## config.mk

```make
export PLATFORM = sky130hd
export DESIGN_NAME = prv32_div_unit
export DESIGN_NICKNAME = d
export VERILOG_FILES = /design/src/rtl/prv32_div_unit_pkg.sv /design/src/rtl/prv32_div_unit.sv
export SDC_FILE = /design/constraint.sdc
export NUM_CORES = 1
export LEC_CHECK = 0
export ABC_CLOCK_PERIOD_IN_PS = 3600
export BUFFER_PORTS_ARGS = -buffer_cell sky130_fd_sc_hd__buf_4
export CORE_ASPECT_RATIO = 1.25
export CORE_MARGIN = 2
export CORE_UTILIZATION = 60
export DETAILED_ROUTE_END_ITERATION = 10
export GPL_ROUTABILITY_DRIVEN = 0
export PLACE_DENSITY = 0.86
export SYNTH_ARGS = -nofsm -noshare
export SYNTH_HDL_FRONTEND = slang
export SYNTH_SLANG_ARGS = --single-unit
```

## constraint.sdc

```tcl
create_clock -name clk -period 3.6 [get_ports clk]
set_input_delay 0.36 -clock clk [delete_from_list [all_inputs] [get_ports clk]]
set_output_delay 0.36 -clock clk [all_outputs]
set_load 0.01 [all_outputs]
```

## src/rtl/prv32_div_unit_pkg.sv

```systemverilog
// rtl/prv32_div_unit_pkg.sv - shared ALU function codes, divider state encoding and decode helpers
//
// Purpose: the divide-class alufn codes are also used by the prv32_ALU decode, so they live here
//          next to the divider FSM state type and the small decode functions built on them.
// Contents:
//   ALU_DIV / ALU_DIVU / ALU_REM / ALU_REMU  5-bit alufn codes
//   div_state_e                              2-bit divider FSM state
//   is_div(alufn)                            any of the four divide-class ops
//   is_signed_div(alufn)                     DIV or REM
//   is_rem_op(alufn)                         REM or REMU (result is the remainder)
package prv32_div_unit_pkg;

  localparam logic [4:0] ALU_DIV  = 5'b11100;
  localparam logic [4:0] ALU_DIVU = 5'b01100;
  localparam logic [4:0] ALU_REM  = 5'b00100;
  localparam logic [4:0] ALU_REMU = 5'b11000;

  typedef enum logic [1:0] {
    S_IDLE = 2'b00,
    S_CALC = 2'b01,
    S_FIX  = 2'b10,
    S_DONE = 2'b11
  } div_state_e;

  function automatic logic is_div(input logic [4:0] fn);
    return (fn == ALU_DIV) || (fn == ALU_DIVU) || (fn == ALU_REM) || (fn == ALU_REMU);
  endfunction

  function automatic logic is_signed_div(input logic [4:0] fn);
    return (fn == ALU_DIV) || (fn == ALU_REM);
  endfunction

  function automatic logic is_rem_op(input logic [4:0] fn);
    return (fn == ALU_REM) || (fn == ALU_REMU);
  endfunction

endpackage

```

## src/rtl/prv32_div_unit.sv

```systemverilog
// rtl/prv32_div_unit.sv - iterative radix-2 restoring divider for RV32M DIV/DIVU/REM/REMU
//
// Purpose: sits beside prv32_ALU in EX. Operands are captured from ID/EX, the pipeline is held
//          through stall while one quotient bit is produced per cycle, and the registered result
//          is presented with a one-cycle done pulse for the EX result mux.
// Ports:
//   clk    in   1     rising-edge clock
//   rst    in   1     synchronous active-high reset
//   start  in   1     EX holds a divide-class op (only looked at in IDLE)
//   flush  in   1     synchronous abort of the op in EX
//   alufn  in   5     ALU function code
//   a      in   XLEN  dividend (rs1)
//   b      in   XLEN  divisor (rs2)
//   stall  out  1     combinational pipeline hold
//   busy   out  1     registered, high in CALC/FIX
//   done   out  1     registered, one-cycle pulse with r valid
//   r      out  XLEN  registered quotient or remainder
module prv32_div_unit
  import prv32_div_unit_pkg::*;
#(
  parameter int XLEN  = 32,
  parameter int CNT_W = 6
) (
  input  logic            clk,
  input  logic            rst,
  input  logic            start,
  input  logic            flush,
  input  logic [4:0]      alufn,
  input  logic [XLEN-1:0] a,
  input  logic [XLEN-1:0] b,
  output logic            stall,
  output logic            busy,
  output logic            done,
  output logic [XLEN-1:0] r
);

  localparam logic [XLEN-1:0] SMIN = {1'b1, {(XLEN-1){1'b0}}};
  localparam logic [XLEN-1:0] ONES = {XLEN{1'b1}};

  div_state_e        r_state;
  div_state_e        w_next;

  logic [CNT_W-1:0]  r_cnt;
  logic [XLEN-1:0]   r_rem;
  logic [XLEN-1:0]   r_quo;
  logic [XLEN-1:0]   r_bmag;
  logic              r_neg_q;
  logic              r_neg_r;
  logic              r_sel_rem;
  logic [XLEN-1:0]   r_result;
  logic              r_done;
  logic              r_busy;

  logic              w_is_div;
  logic              w_signed;
  logic              w_rem_op;
  logic              w_accept;
  logic              w_b_zero;
  logic              w_overflow;
  logic              w_special;
  logic [XLEN-1:0]   w_special_res;
  logic [XLEN-1:0]   w_a_mag;
  logic [XLEN-1:0]   w_b_mag;
  logic [XLEN:0]     w_shift;
  logic [XLEN:0]     w_trial;
  logic              w_trial_ok;
  logic              w_last_step;
  logic [XLEN-1:0]   w_q_fix;
  logic [XLEN-1:0]   w_r_fix;

  // ---------------- operand decode ----------------
  assign w_is_div   = is_div(alufn);
  assign w_signed   = is_signed_div(alufn);
  assign w_rem_op   = is_rem_op(alufn);
  assign w_accept   = start & w_is_div & ~flush;

  assign w_b_zero   = (b == '0);
  assign w_overflow = w_signed & (a == SMIN) & (b == ONES);
  assign w_special  = w_b_zero | w_overflow;

  // Division by zero returns the raw dividend as remainder; signed overflow returns SMIN / 0.
  always_comb begin
    w_special_res = '0;
    if (w_b_zero) begin
      w_special_res = w_rem_op ? a : ONES;
    end else begin
      w_special_res = w_rem_op ? '0 : SMIN;
    end
  end

  // Negating 0x8000_0000 wraps back to itself, which is exactly its unsigned magnitude.
  assign w_a_mag = (w_signed & a[XLEN-1]) ? (~a + 1'b1) : a;
  assign w_b_mag = (w_signed & b[XLEN-1]) ? (~b + 1'b1) : b;

  // ---------------- restoring step ----------------
  // The partial remainder is always below |b|, so after the shift it fits in XLEN+1 bits and
  // the top bit of the XLEN+1-bit difference is a reliable borrow flag.
  assign w_shift     = {r_rem, r_quo[XLEN-1]};
  assign w_trial     = w_shift - {1'b0, r_bmag};
  assign w_trial_ok  = ~w_trial[XLEN];
  assign w_last_step = (r_cnt == CNT_W'(XLEN-1));

  assign w_q_fix = r_neg_q ? (~r_quo + 1'b1) : r_quo;
  assign w_r_fix = r_neg_r ? (~r_rem + 1'b1) : r_rem;

  // ---------------- FSM ----------------
  always_ff @(posedge clk) begin
    if (rst) begin
      r_state <= S_IDLE;
    end else begin
      r_state <= w_next;
    end
  end

  always_comb begin
    w_next = r_state;
    stall  = 1'b0;
    case (r_state)
      S_IDLE: begin
        stall = start & w_is_div;
        if (w_accept) begin
          w_next = w_special ? S_DONE : S_CALC;
        end
      end
      S_CALC: begin
        stall = 1'b1;
        if (flush) begin
          w_next = S_IDLE;
        end else if (w_last_step) begin
          w_next = S_FIX;
        end
      end
      S_FIX: begin
        stall  = 1'b1;
        w_next = flush ? S_IDLE : S_DONE;
      end
      default: begin
        // DONE: stall drops so the pipeline advances and EX/MEM captures r on this edge.
        w_next = S_IDLE;
      end
    endcase
  end

  // ---------------- datapath ----------------
  always_ff @(posedge clk) begin
    if (rst) begin
      r_cnt     <= '0;
      r_rem     <= '0;
      r_quo     <= '0;
      r_bmag    <= '0;
      r_neg_q   <= 1'b0;
      r_neg_r   <= 1'b0;
      r_sel_rem <= 1'b0;
      r_result  <= '0;
      r_done    <= 1'b0;
      r_busy    <= 1'b0;
    end else begin
      r_done <= (w_next == S_DONE);
      r_busy <= (w_next == S_CALC) || (w_next == S_FIX);
      case (r_state)
        S_IDLE: begin
          if (w_accept) begin
            r_cnt     <= '0;
            r_rem     <= '0;
            r_quo     <= w_a_mag;
            r_bmag    <= w_b_mag;
            r_neg_q   <= w_signed & (a[XLEN-1] ^ b[XLEN-1]);
            r_neg_r   <= w_signed & a[XLEN-1];
            r_sel_rem <= w_rem_op;
            if (w_special) begin
              r_result <= w_special_res;
            end
          end
        end
        S_CALC: begin
          if (!flush) begin
            r_rem <= w_trial_ok ? w_trial[XLEN-1:0] : w_shift[XLEN-1:0];
            r_quo <= {r_quo[XLEN-2:0], w_trial_ok};
            r_cnt <= r_cnt + 1'b1;
          end
        end
        S_FIX: begin
          if (!flush) begin
            r_result <= r_sel_rem ? w_r_fix : w_q_fix;
          end
        end
        default: begin
        end
      endcase
    end
  end

  assign busy = r_busy;
  assign done = r_done;
  assign r    = r_result;

endmodule

```

After elaboration in Yosys (flattened, before gate mapping). Cells that the tools add are included.

Add/subtract/negate cells: 6. Multiplexer cells: 29. Bitwise gates (word level): 15. Reduce and logical (&&, ||, !) cells: 14. Eq/ne operators: 16.

Operators with widths (count): $mux 32 (16); $pmux 32 s2 (3); $add 32x1->32 const B (4); $not 32->32 (4); $eq 32x32->1 const B (2); $sub 33x32->33 (1); $logic_not 32->1 (1); $mux 6 (2); $pmux 6 s2 (1); $eq 5x5->1 const B (2); $mux 2 (5); $ne 2x2->1 const B (4); $and 1x1->1 (7); $add 6x1->6 const B (1); $eq 2x2->1 const B (3); $eq 6x5->1 const B (1); $logic_or 1x1->1 (6); $pmux 2 s3 (1); $eq 5x3->1 const B (1); $eq 5x4->1 const B (1); $eq 2x1->1 const B (2); $reduce_and 4->1 (1); $reduce_bool 2->1 (2); $reduce_and 3->1 (1); 7 further kinds (8).

Input port bits: 73. Register bits after elaboration: 141. Word-level logic and storage cells: 91. Output and inout port bits: 35.

Longest topological paths before layout.
Word-level depth: 10. Mapped depth: 15. Mapped depth without buffers: 13.

Least setup slack after synthesis. No wires, ideal clock.

Kind: flip-flop to flip-flop. Start point: register r_quo[31]. End point: register r_rem[27]. Path buffers: 2. Cell stages (with the launch flop): 16. Clock period less this slack: 3258 ps. Setup time: 126 ps. Arrival time: 3132 ps. Setup slack: 342 ps. Cells stage by stage: dfxtp_1 inv_1 ha_1 fa_1 nand2b_1 a21oi_1 o21ai_0 a21bo_2 o311ai_0 a31oi_1 xnor2_1 buf_2 buf_4 nor2_1 a22oi_1 o21ai_0.

Longest elaborated chain between the ends: 4.

Ends and longest elaborated chain: from (decl) (line prv32_div_unit.sv:45) `logic [XLEN-1:0] r_quo;`; from (signal assigned) (line prv32_div_unit.sv:165) `r_quo <= w_a_mag;`; from (signal assigned) (line prv32_div_unit.sv:178) `r_quo <= {r_quo[XLEN-2:0], w_trial_ok};`; $sub 33x32->33 (line prv32_div_unit.sv:99) `assign w_trial = w_shift - {1'b0, r_bmag};`; $mux 32 (line prv32_div_unit.sv:177) `r_rem <= w_trial_ok ? w_trial[XLEN-1:0] : w_shift[XLEN-1:0];`; $mux 32 (line prv32_div_unit.sv:176) `if (!flush) begin`; $pmux 32 s2 (line prv32_div_unit.sv:160) `case (r_state)`; to (signal assigned) (line prv32_div_unit.sv:177); to (decl) (line prv32_div_unit.sv:44) `logic [XLEN-1:0] r_rem;`.

Every way passes these cells. The select of a mux whose other input is x is not followed. A chain may end at the register's enable or synchronous reset.

Worst setup path in the final report.
Start point: register r_bmag[1]. End point: register r_rem[29].

Longest elaborated chain between the ends: 4.

Ends and longest elaborated chain: from (decl) (line prv32_div_unit.sv:46) `logic [XLEN-1:0] r_bmag;`; from (signal assigned) (line prv32_div_unit.sv:166) `r_bmag <= w_b_mag;`; $sub 33x32->33 (line prv32_div_unit.sv:99); $mux 32 (line prv32_div_unit.sv:177); $mux 32 (line prv32_div_unit.sv:176); $pmux 32 s2 (line prv32_div_unit.sv:160).

Every way passes these cells. The select of a mux whose other input is x is not followed.

==> qor.yml <==
synthesis:
  synth-seq-cells: 141
  avgSynthCellArea_sq_um: 7.29
  netlist_instances: 1447
  syn_area_sq_mm: 0.0105
  syn_nets: 1564
  synth-edff-count: 0
  synthFlopType: "dfxtp_1"
  async_flop_share: 0
  synth-seq-area-share: 0.268
  synth.distinct_cells: 64
  ys_warn_count: 0
sta:
  fin_skew_ps: 8.18
  drv_slew: 0
  slew_headroom: 0.320
  max_freq_mhz: 287
  final-setup-viol-count: 0
  fin_crit_ps: 3480
  fin_crit_sh: 0.967
  hold_ws_ps: 218
  worst_slew_pin_slew_ps: 1020
  setup_tns_ps: 0
  setup_slack_ps: 119
  hold_viol: 0
clock_tree:
  cts_sinks: 141
  clk_latency_ps: 450
  clockBufferDepth: 2
  tritoncts: "yes"
  h-tree-depth: 4
  path_clk_slew_ps: 60
  cts.root.buffer_cell: "clkbuf_16"
  cts_made_buffers: 17
  hold_buffers: 0
placed_design:
  dpl-instance-area_sq_mm: 0.0116
  place_ws_ps: 65.3
  placed_cells: 1727
  port_buffers: 107
  dp_hpwl_mm: 21.3
grt:
  grt_pass1_vias: 10008
  grt_pass1_wl_mm: 47.9
  grt_usage: 0.316
  gr-total-overflow: 0
  antenna_found_initial: 0
  grt_max_degree: 75
die:
  ios: 108
  chipWidth_um: 123
  die_area_sq_mm: 0.0187
  num_rows: 54
  start_util: 0.608
  coreArea_sq_mm: 0.0174
  fp.dieH_um: 152
power:
  p_int_w: 0.00294
  switching_share: 0.274
  p_seq_frac: 0.391
  power_switching_w: 0.00111
  pwr-share-comb: 0.182
  powerDensity_mw_per_mm2: 331
  clkPwrFrac: 0.427
  leakagePower_nw: 4.75
  ir_drop_mv: 0.374
critical_path:
  start_kind: "flip-flop"
  crit_path_max_fanout: 4
  r2r-end: "r_rem[29]"
  worstReg2RegStart: "r_bmag[1]"
  critical_path_class: "flip-flop to flip-flop"
  critPathCaptureType: "flip-flop"
  ff2ff_path_depth: 14
  critPathCapture: "r_rem[29]"
  cp.arrival_ps: 3810
  rrSetupSlack_ps: 120
  critPathRequiredTime_ps: 3930
  cp-startpoint: "r_bmag[1]"
drt:
  vias: 10952
  drt_iter0_drc: 1044
  drt_pass1_iterations: 7
  drc: 0
  drt-vias-per-instance: 6.21
  drtAntennaViolNets: 0
  wl_met1_mm: 12.2
  wl_met3_mm: 2.05
  topRoutingLayerUsed: "met4"
  wl_per_cell_um: 16.9
  drt-total-wl_mm: 29.9
  wl_met2_mm: 14.6
cells_and_area:
  finalInstanceArea_sq_mm: 0.0122
  num-nets-final: 1643
  final_cells: 1763
  drive_above_1_share: 0.131
  area_growth_pct: 16.0
  diodes: 0
outcome:
  status: "finished clean"
hold_path:
  hold_path_class: "input pin to flip-flop"
run:
  drv_cap: 0
==> flip-flops by register name, indices dropped and copies added, names as in the netlist <==
register,flops
r,32
r_bmag,32
r_quo,32
r_rem,32
r_cnt,6
r_state,2
busy,1
done,1
r_neg_q,1
r_neg_r,1
r_sel_rem,1
==> cell type report <==
cell class	count	area, sq um
sequential	141	2820
fill	1392	5130
clock buffer	20	447
multi-input combinational	1165	7210
clock inverter	12	121
timing repair buffer	144	1140
inverter	57	214
tap	224	280
==> power groups by stage <==
stage / sequential [W] / combinational [W] / clock (W)
4_1_cts: 0.00159 / 0.000687 / 0.00172
3_3_place_gp: 0.00162 / 0.000661 / 0
6_report: 0.00159 / 0.000739 / 0.00173
5_1_grt: 0.00159 / 0.000797 / 0.00181
3_5_place_dp: 0.00162 / 0.000673 / 0
2_1_floorplan: 0.00162 / 0.000448 / 0
==> stage by stage <==
step / utilization / total power [W]
after floorplan: - / 0.00206
after global placement: 0.668 / 0.00228
after detailed placement: 0.668 / 0.00229
after CTS: 0.701 / 0.00400
after global routing: 0.704 / 0.00419
final: 0.704 / 0.00405
==> layer usage <==
layer | vias up | GRT usage
met5 | - | 0
met4 | 0 | 0.141
met3 | 95 | 0.0618
met2 | 507 | 0.533
met1 | 5029 | 0.384
li1 | 5321 | -
==> cell usage in the layout, fill, tap and decap left out, types with 8 or more instances in the layout <==
cell type and instances:
o21ai_0 158, nor2_1 123, or4_1 19, xor2_1 64, o211ai_1 16, a31oi_1 11, o31ai_1 27, ha_1 42
nand3_1 15, dfxtp_1 140, a21o_1 21, a211oi_1 40, a311oi_1 8, nand4_1 16, o41ai_1 17, xnor2_1 81
nor4_1 8, nor3_1 23, a21oi_1 118, buf_4 140, inv_1 57, clkbuf_16 18, o311ai_0 8, mux2i_1 21
nand2_1 215, and3_1 8, nand2b_1 13
==> what timing repair did <==
action,4_1_cts,5_1_grt
endpoints found under the setup margin,12,30
resized for setup,1,6
pin swaps,1,1
setup buffers,1,2
gates cloned,0,1
==> worst min path at each step <==
| stage | start | cells after the start | endpoint |
|---|---|---|---|
| after floorplan | r_bmag[16] | 2 | r_bmag[16] |
| after global placement | r_bmag[22] | 2 | r_bmag[22] |
| after detailed placement | r_bmag[19] | 2 | r_bmag[19] |
| after CTS | b[0] | 3 | r_bmag[0] |
| after global routing | b[1] | 3 | r_bmag[1] |
| final | b[0] | 3 | r_bmag[0] |
==> worst max-delay path: stages (launching register included) <==
cell and delay [ps]:
dfxtp_1 430, inv_1 80, ha_1 260, nor2b_1 150
o2111ai_1 260, a21oi_1 140, o211ai_1 340, a2111oi_1 150
buf_4 160, o211a_1 270, a21boi_0 300, buf_4 200
nor4_2 50, mux2_2 280, a221o_1 310
==> cell usage after synthesis (9+ instances only) <==
library cell | number | area share
a21o_1 | 21 | 0.015
o211ai_1 | 16 | 0.011
clkbuf_1 | 66 | 0.023
a211oi_1 | 40 | 0.028
o41ai_1 | 17 | 0.014
xnor2_1 | 82 | 0.068
nor2_1 | 125 | 0.044
nand2_1 | 215 | 0.077
or4_1 | 19 | 0.014
dfxtp_1 | 141 | 0.27
ha_1 | 43 | 0.051
nor3_1 | 23 | 0.011
xor2_1 | 64 | 0.053
o21ai_0 | 159 | 0.075
a31oi_1 | 11 | 0.0065
o31ai_1 | 27 | 0.019
nand3_1 | 15 | 0.0071
nor4_1 | 9 | 0.0053
o311ai_0 | 9 | 0.0075
mux2i_1 | 21 | 0.020
a21oi_1 | 120 | 0.057
nand2b_1 | 14 | 0.0083
nand4_1 | 16 | 0.0095
inv_1 | 57 | 0.020
==> kinds of logic (layout without fill, tap and decap cells) <==
family	count (synthesis)	after routing	synth area share
buffers and inverters	141	233	0.0531
adders and majority gates	44	44	0.0529
and+or+nand+nor	480	480	0.206
xor gates and xnor gates	146	146	0.121
AOI/OAI and AO/OA	472	472	0.277
DFF	141	141	0.268
muxes	23	23	0.0221
No activity file was read; power rests on OpenSTA's default activity.
